<file path="src/rtl/sum_bcd_display.sv">
// Binary-to-BCD converter for the adder sum: sequential shift-add-3 (double dabble)
// with registered BCD and active-low seven-segment outputs, valid/ready in, done pulse out.
module sum_bcd_display #(
    parameter int WIDTH    = 5,
    parameter int DIGITS   = 2,
    parameter bit BLANK_LZ = 1'b1
) (
    input  logic                  clk,
    input  logic                  reset_n,
    input  logic [WIDTH-1:0]      in_value,
    input  logic                  in_valid,
    output logic                  in_ready,
    output logic [7*DIGITS-1:0]   hex,
    output logic [4*DIGITS-1:0]   bcd,
    output logic                  done
);

    localparam int CW = (WIDTH > 1) ? $clog2(WIDTH) : 1;

    function automatic longint pow10_f(input int n);
        longint p;
        p = 64'sd1;
        for (int i = 0; i < n; i++) begin
            p = p * 64'sd10;
        end
        return p;
    endfunction

    // Every digit must fit the largest binary value, otherwise the top digit overflows.
    if (pow10_f(DIGITS) <= ((64'sd1 <<< WIDTH) - 64'sd1)) begin : g_param_check
        $error("sum_bcd_display: DIGITS too small for WIDTH");
    end

    function automatic logic [6:0] seg7_f(input logic [3:0] nib);
        logic [6:0] seg;
        case (nib)
            4'd0:    seg = 7'b1000000;
            4'd1:    seg = 7'b1111001;
            4'd2:    seg = 7'b0100100;
            4'd3:    seg = 7'b0110000;
            4'd4:    seg = 7'b0011001;
            4'd5:    seg = 7'b0010010;
            4'd6:    seg = 7'b0000010;
            4'd7:    seg = 7'b1111000;
            4'd8:    seg = 7'b0000000;
            4'd9:    seg = 7'b0010000;
            default: seg = 7'b1111111;
        endcase
        return seg;
    endfunction

    function automatic logic [7*DIGITS-1:0] hex_reset_f();
        logic [7*DIGITS-1:0] h;
        h = '1;
        for (int k = 0; k < DIGITS; k++) begin
            if (k == 0 || !BLANK_LZ) begin
                h[7*k +: 7] = 7'b1000000;
            end else begin
                h[7*k +: 7] = 7'b1111111;
            end
        end
        return h;
    endfunction

    localparam logic [7*DIGITS-1:0] HEX_RST = hex_reset_f();

    typedef enum logic [1:0] {
        IDLE    = 2'd0,
        CONVERT = 2'd1,
        LOAD    = 2'd2
    } state_t;

    state_t                state_r;
    logic [WIDTH-1:0]      bin_r;
    logic [4*DIGITS-1:0]   work_r;
    logic [CW-1:0]         cnt_r;
    logic [4*DIGITS-1:0]   bcd_r;
    logic [7*DIGITS-1:0]   hex_r;
    logic                  done_r;

    logic [4*DIGITS-1:0]   adj_s;
    logic [7*DIGITS-1:0]   hex_next_s;
    logic                  seen_s;

    assign in_ready = (state_r == IDLE);
    assign hex      = hex_r;
    assign bcd      = bcd_r;
    assign done     = done_r;

    // Add-3 correction applied to each work nibble before the next shift.
    always_comb begin
        adj_s = work_r;
        for (int k = 0; k < DIGITS; k++) begin
            if (work_r[4*k +: 4] >= 4'd5) begin
                adj_s[4*k +: 4] = work_r[4*k +: 4] + 4'd3;
            end else begin
                adj_s[4*k +: 4] = work_r[4*k +: 4];
            end
        end
    end

    // Segment encoding of the finished work register; scanning from the top digit
    // tracks whether any non-zero digit has appeared yet for leading-zero blanking.
    always_comb begin
        hex_next_s = '1;
        seen_s     = 1'b0;
        for (int k = DIGITS - 1; k >= 0; k--) begin
            if (work_r[4*k +: 4] != 4'd0) begin
                seen_s = 1'b1;
            end else begin
                seen_s = seen_s;
            end
            if (BLANK_LZ && (k != 0) && !seen_s) begin
                hex_next_s[7*k +: 7] = 7'b1111111;
            end else begin
                hex_next_s[7*k +: 7] = seg7_f(work_r[4*k +: 4]);
            end
        end
    end

    // Conversion FSM with registered outputs.
    always_ff @(posedge clk or negedge reset_n) begin
        if (!reset_n) begin
            state_r <= IDLE;
            bin_r   <= '0;
            work_r  <= '0;
            cnt_r   <= '0;
            bcd_r   <= '0;
            hex_r   <= HEX_RST;
            done_r  <= 1'b0;
        end else begin
            done_r <= 1'b0;
            case (state_r)
                IDLE: begin
                    if (in_valid) begin
                        bin_r   <= in_value;
                        work_r  <= '0;
                        cnt_r   <= '0;
                        state_r <= CONVERT;
                    end else begin
                        state_r <= IDLE;
                    end
                end
                CONVERT: begin
                    {work_r, bin_r} <= {adj_s[4*DIGITS-2:0], bin_r, 1'b0};
                    cnt_r           <= cnt_r + CW'(1);
                    if (cnt_r == CW'(WIDTH - 1)) begin
                        state_r <= LOAD;
                    end else begin
                        state_r <= CONVERT;
                    end
                end
                LOAD: begin
                    bcd_r   <= work_r;
                    hex_r   <= hex_next_s;
                    done_r  <= 1'b1;
                    state_r <= IDLE;
                end
                default: begin
                    state_r <= IDLE;
                end
            endcase
        end
    end

endmodule

</file>
<file path="config.mk">
export PLATFORM = sky130hd
export DESIGN_NAME = sum_bcd_display
export DESIGN_NICKNAME = d
export VERILOG_FILES = /design/src/rtl/sum_bcd_display.sv
export SDC_FILE = /design/constraint.sdc
export NUM_CORES = 1
export LEC_CHECK = 0
export CORE_MARGIN = 10
export CORE_UTILIZATION = 58
export DETAILED_ROUTE_END_ITERATION = 8
export PLACE_DENSITY = 0.94
export SLEW_MARGIN = 20
export SYNTH_ARGS = -nofsm -noshare
export SYNTH_HDL_FRONTEND = slang
export SYNTH_SLANG_ARGS = --single-unit
</file>
<file path="constraint.sdc">
create_clock -name clk -period 3.1 [get_ports clk]
set_input_delay 0.62 -clock clk [delete_from_list [all_inputs] [get_ports clk]]
set_output_delay 0.62 -clock clk [all_outputs]
set_load 0.005 [all_outputs]
</file>
==> impl_metrics.tcl <==
set metrics [dict create \
    avgRoutedWirePerCell_um 15.4 \
    synth_edf_count 0 \
    place_congestion 0.844 \
    timing.critical_path.cells "nor2_1 > clkdlybuf4s50_1" \
    timing.critical_path.slowest_cell_delay_ns 0.52 \
    maximum_number_of_pins_on_one_net_before_global_route_repair 42 \
    ys.flop_type "dfrtp_1" \
    cts.repair.resized 0 \
    crit_slowest_cell "dfrtp_1" \
    layout-drive-gt1-share 0.0931 \
    die_w_um 81.2 \
    synth_area_leader_cell "dfrtp_1" \
    netlist-cell-type-count 40 \
    fin_tns_setup_ns 0 \
    vdd_drop_max_uv 452 \
    flow.area_growth_from_synthesis_pct 17.8 \
    minimum_setup_slack_among_reg_to_reg_paths_ns 1.27 \
    finClkSkew_ns 0.00458 \
    number_of_global_route_vias_before_repair 1604 \
    max_freq_ghz 0.477 \
    post_synth_inst_count 220 \
    synth.top_cells.by_area "dfrtp_1, dfstp_2, ha_1" \
    ys_warn_count 0 \
    synthMostInstantiatedCell "nand2_1" \
    fillCellCount 292 \
    cts.htree.levels 2 \
    tritoncts_num_sinks 41 \
    clkLatencyLatePin_ns 0.29 \
    port_buffers 31 \
    slew_viol_final 0 \
    grt_use_total 0.140 \
    worstMarginPinSlew_ns 0.885 \
    part_of_the_yosys_area_used_for_sequential_elements 0.478 \
    period_minus_slack_ns 2.10 \
    cts_tree "done" \
    grt_pass1_wl_mm 7.33 \
    diodes 0 \
    period_share 0.677 \
    timing.critical_path.from_type "flip-flop" \
    dieHeight_um 81.2 \
    clock-root-buffer "clkbuf_8" \
    timing.critical_path.to_type "primary output" \
    cap_viol_max_count 0 \
    powerDensity_nw_per_um2 1040 \
    post_drt_via_cell_ratio 5.61 \
    cts_made_buffers 5 \
    worstHoldPathType "primary input to asynchronous set/reset pin" \
    cts_max_path_buffers 2 \
    initial_drc_count 119 \
    initial_utilization 0.597 \
    synth.cells.most_frequent "nand2_1, dfrtp_1, o21ai_0" \
    total_leakage_power_nw 1.12 \
    placed_cell_area_um2 2470 \
    worstPathArrival_ns 1.48 \
    grt-ovfl-total 0 \
    ys_ff_latch 41 \
    fin_area_um2 2560 \
    final_nets 268 \
    synth_top_area_frac 0.381 \
    r2r-end "hex[10]" \
    grt_setup_unrepaired "no" \
    timing.slew.headroom 0.410 \
    clk_pin_slew_ns 0.07 \
    core_um2 3630 \
    area_of_the_die_um2 6590 \
    post_cts.repair.setup_buffers 0 \
    critPathMaxFanout 13 \
    cts_hold_buffers 0 \
    num_io_pins 32 \
    async_flop_share 1.00 \
    fin_worst_hold_slack_ns 0.441 \
    detailed_placement_wirelength_estimate_mm 3.30 \
    rr_worst_depth 4 \
    syn-mean-instance-area_um2 9.86 \
    route.antenna.remaining_nets 0 \
    setup_viol 0 \
    timing_worst_setup_path_type "flip-flop to primary output" \
    post_synthesis_instance_area_um2 2170 \
    crit_cells 2 \
    drcViolationCount 0 \
    endpoints_failing_hold 0 \
    layout.core_utilization 0.704 \
    outcome "completed" \
    route.vias.total 1655 \
    critPathRequiredTime_ns 2.48 \
    r2r-start "state_r[0]" \
    routed_wl_mm 4.55 \
    first_pass_iteration_count_of_the_detailed_router 4 \
    rows 22 \
    worst-path-buf-inv 1 \
    worst_path_top_cell_family_by_delay "flip-flops" \
    initial_antenna_violation_count 0 \
    mappedNetlistNets 242 \
]
metal layers:
metal  routed length (um)  track usage  share of wire  vias to the layer above
li1                     -            -              -                      827
met5                    0            0              0                        -
met2                 2200        0.234           0.48                       37
met1                 2020        0.169           0.44                      783
met3                  254       0.0442          0.056                        8
met4                   69       0.0415          0.015                        0
flip-flops by register name, summed over array words and instances (netlist names):
name	count
work_r	8
done	1
bin_r	5
state_r	2
hex	14
cnt_r	3
bcd	8
metrics by stage:
step	instances	power, mW	setup WS, ns
floorplan	220	1.84	1.64
global placement	287	2.24	1.22
detailed placement	287	2.32	1.15
CTS	295	2.67	0.977
global route	295	2.86	0.880
finish	295	2.65	1.00
cells by family after synthesis:
| group | Yosys count | share of synthesized area |
|---|---|---|
| AOI/OAI and AO/OA | 69 | 0.217 |
| xor gates and xnor gates | 2 | 0.00808 |
| adders and majority gates | 14 | 0.0807 |
| buffers and inverters | 25 | 0.0525 |
| DFF | 41 | 0.478 |
| muxes | 3 | 0.0144 |
| and+or+nand+nor | 66 | 0.149 |
worst max path at each step:
stage / end / slack [ns] / start
2_1_floorplan: work_r[3] / 1.64 / work_r[1]
3_3_place_gp: bin_r[2] / 1.22 / in_valid
3_5_place_dp: bin_r[0] / 1.15 / in_valid
4_1_cts: in_ready / 0.98 / state_r[0]
5_1_grt: in_ready / 0.88 / state_r[0]
6_report: in_ready / 1.00 / state_r[0]
area by class of cell:
cell class,count,area (um^2),share of cell area
flip-flops and latches,41,1040,0.405
repair buffers,32,313,0.122
well taps,48,60.1,0.0235
inverters,12,45.0,0.0176
multi-input cells,154,1020,0.399
clock inverters,2,10.0,0.00392
clock buffers,6,72.6,0.0284
cell usage in the layout (no fill, tap or decap), types with 6 or more instances in the layout:
master,Yosys,layout
o31ai_1,6,6
ha_1,14,14
nand2b_1,10,10
o21ai_0,19,19
nor2b_1,10,10
dfstp_2,8,8
nand2_1,34,34
dfrtp_1,33,33
clkdlybuf4s50_1,0,30
inv_1,11,11
a21oi_1,10,10
power by group:
part | total [mW] | switching, mW | internal [mW]
clock network | 0.335 | 0.179 | 0.156
registers | 1.04 | 0.252 | 0.792
logic | 1.28 | 0.632 | 0.643
Power figures use the tool's default switching activity.
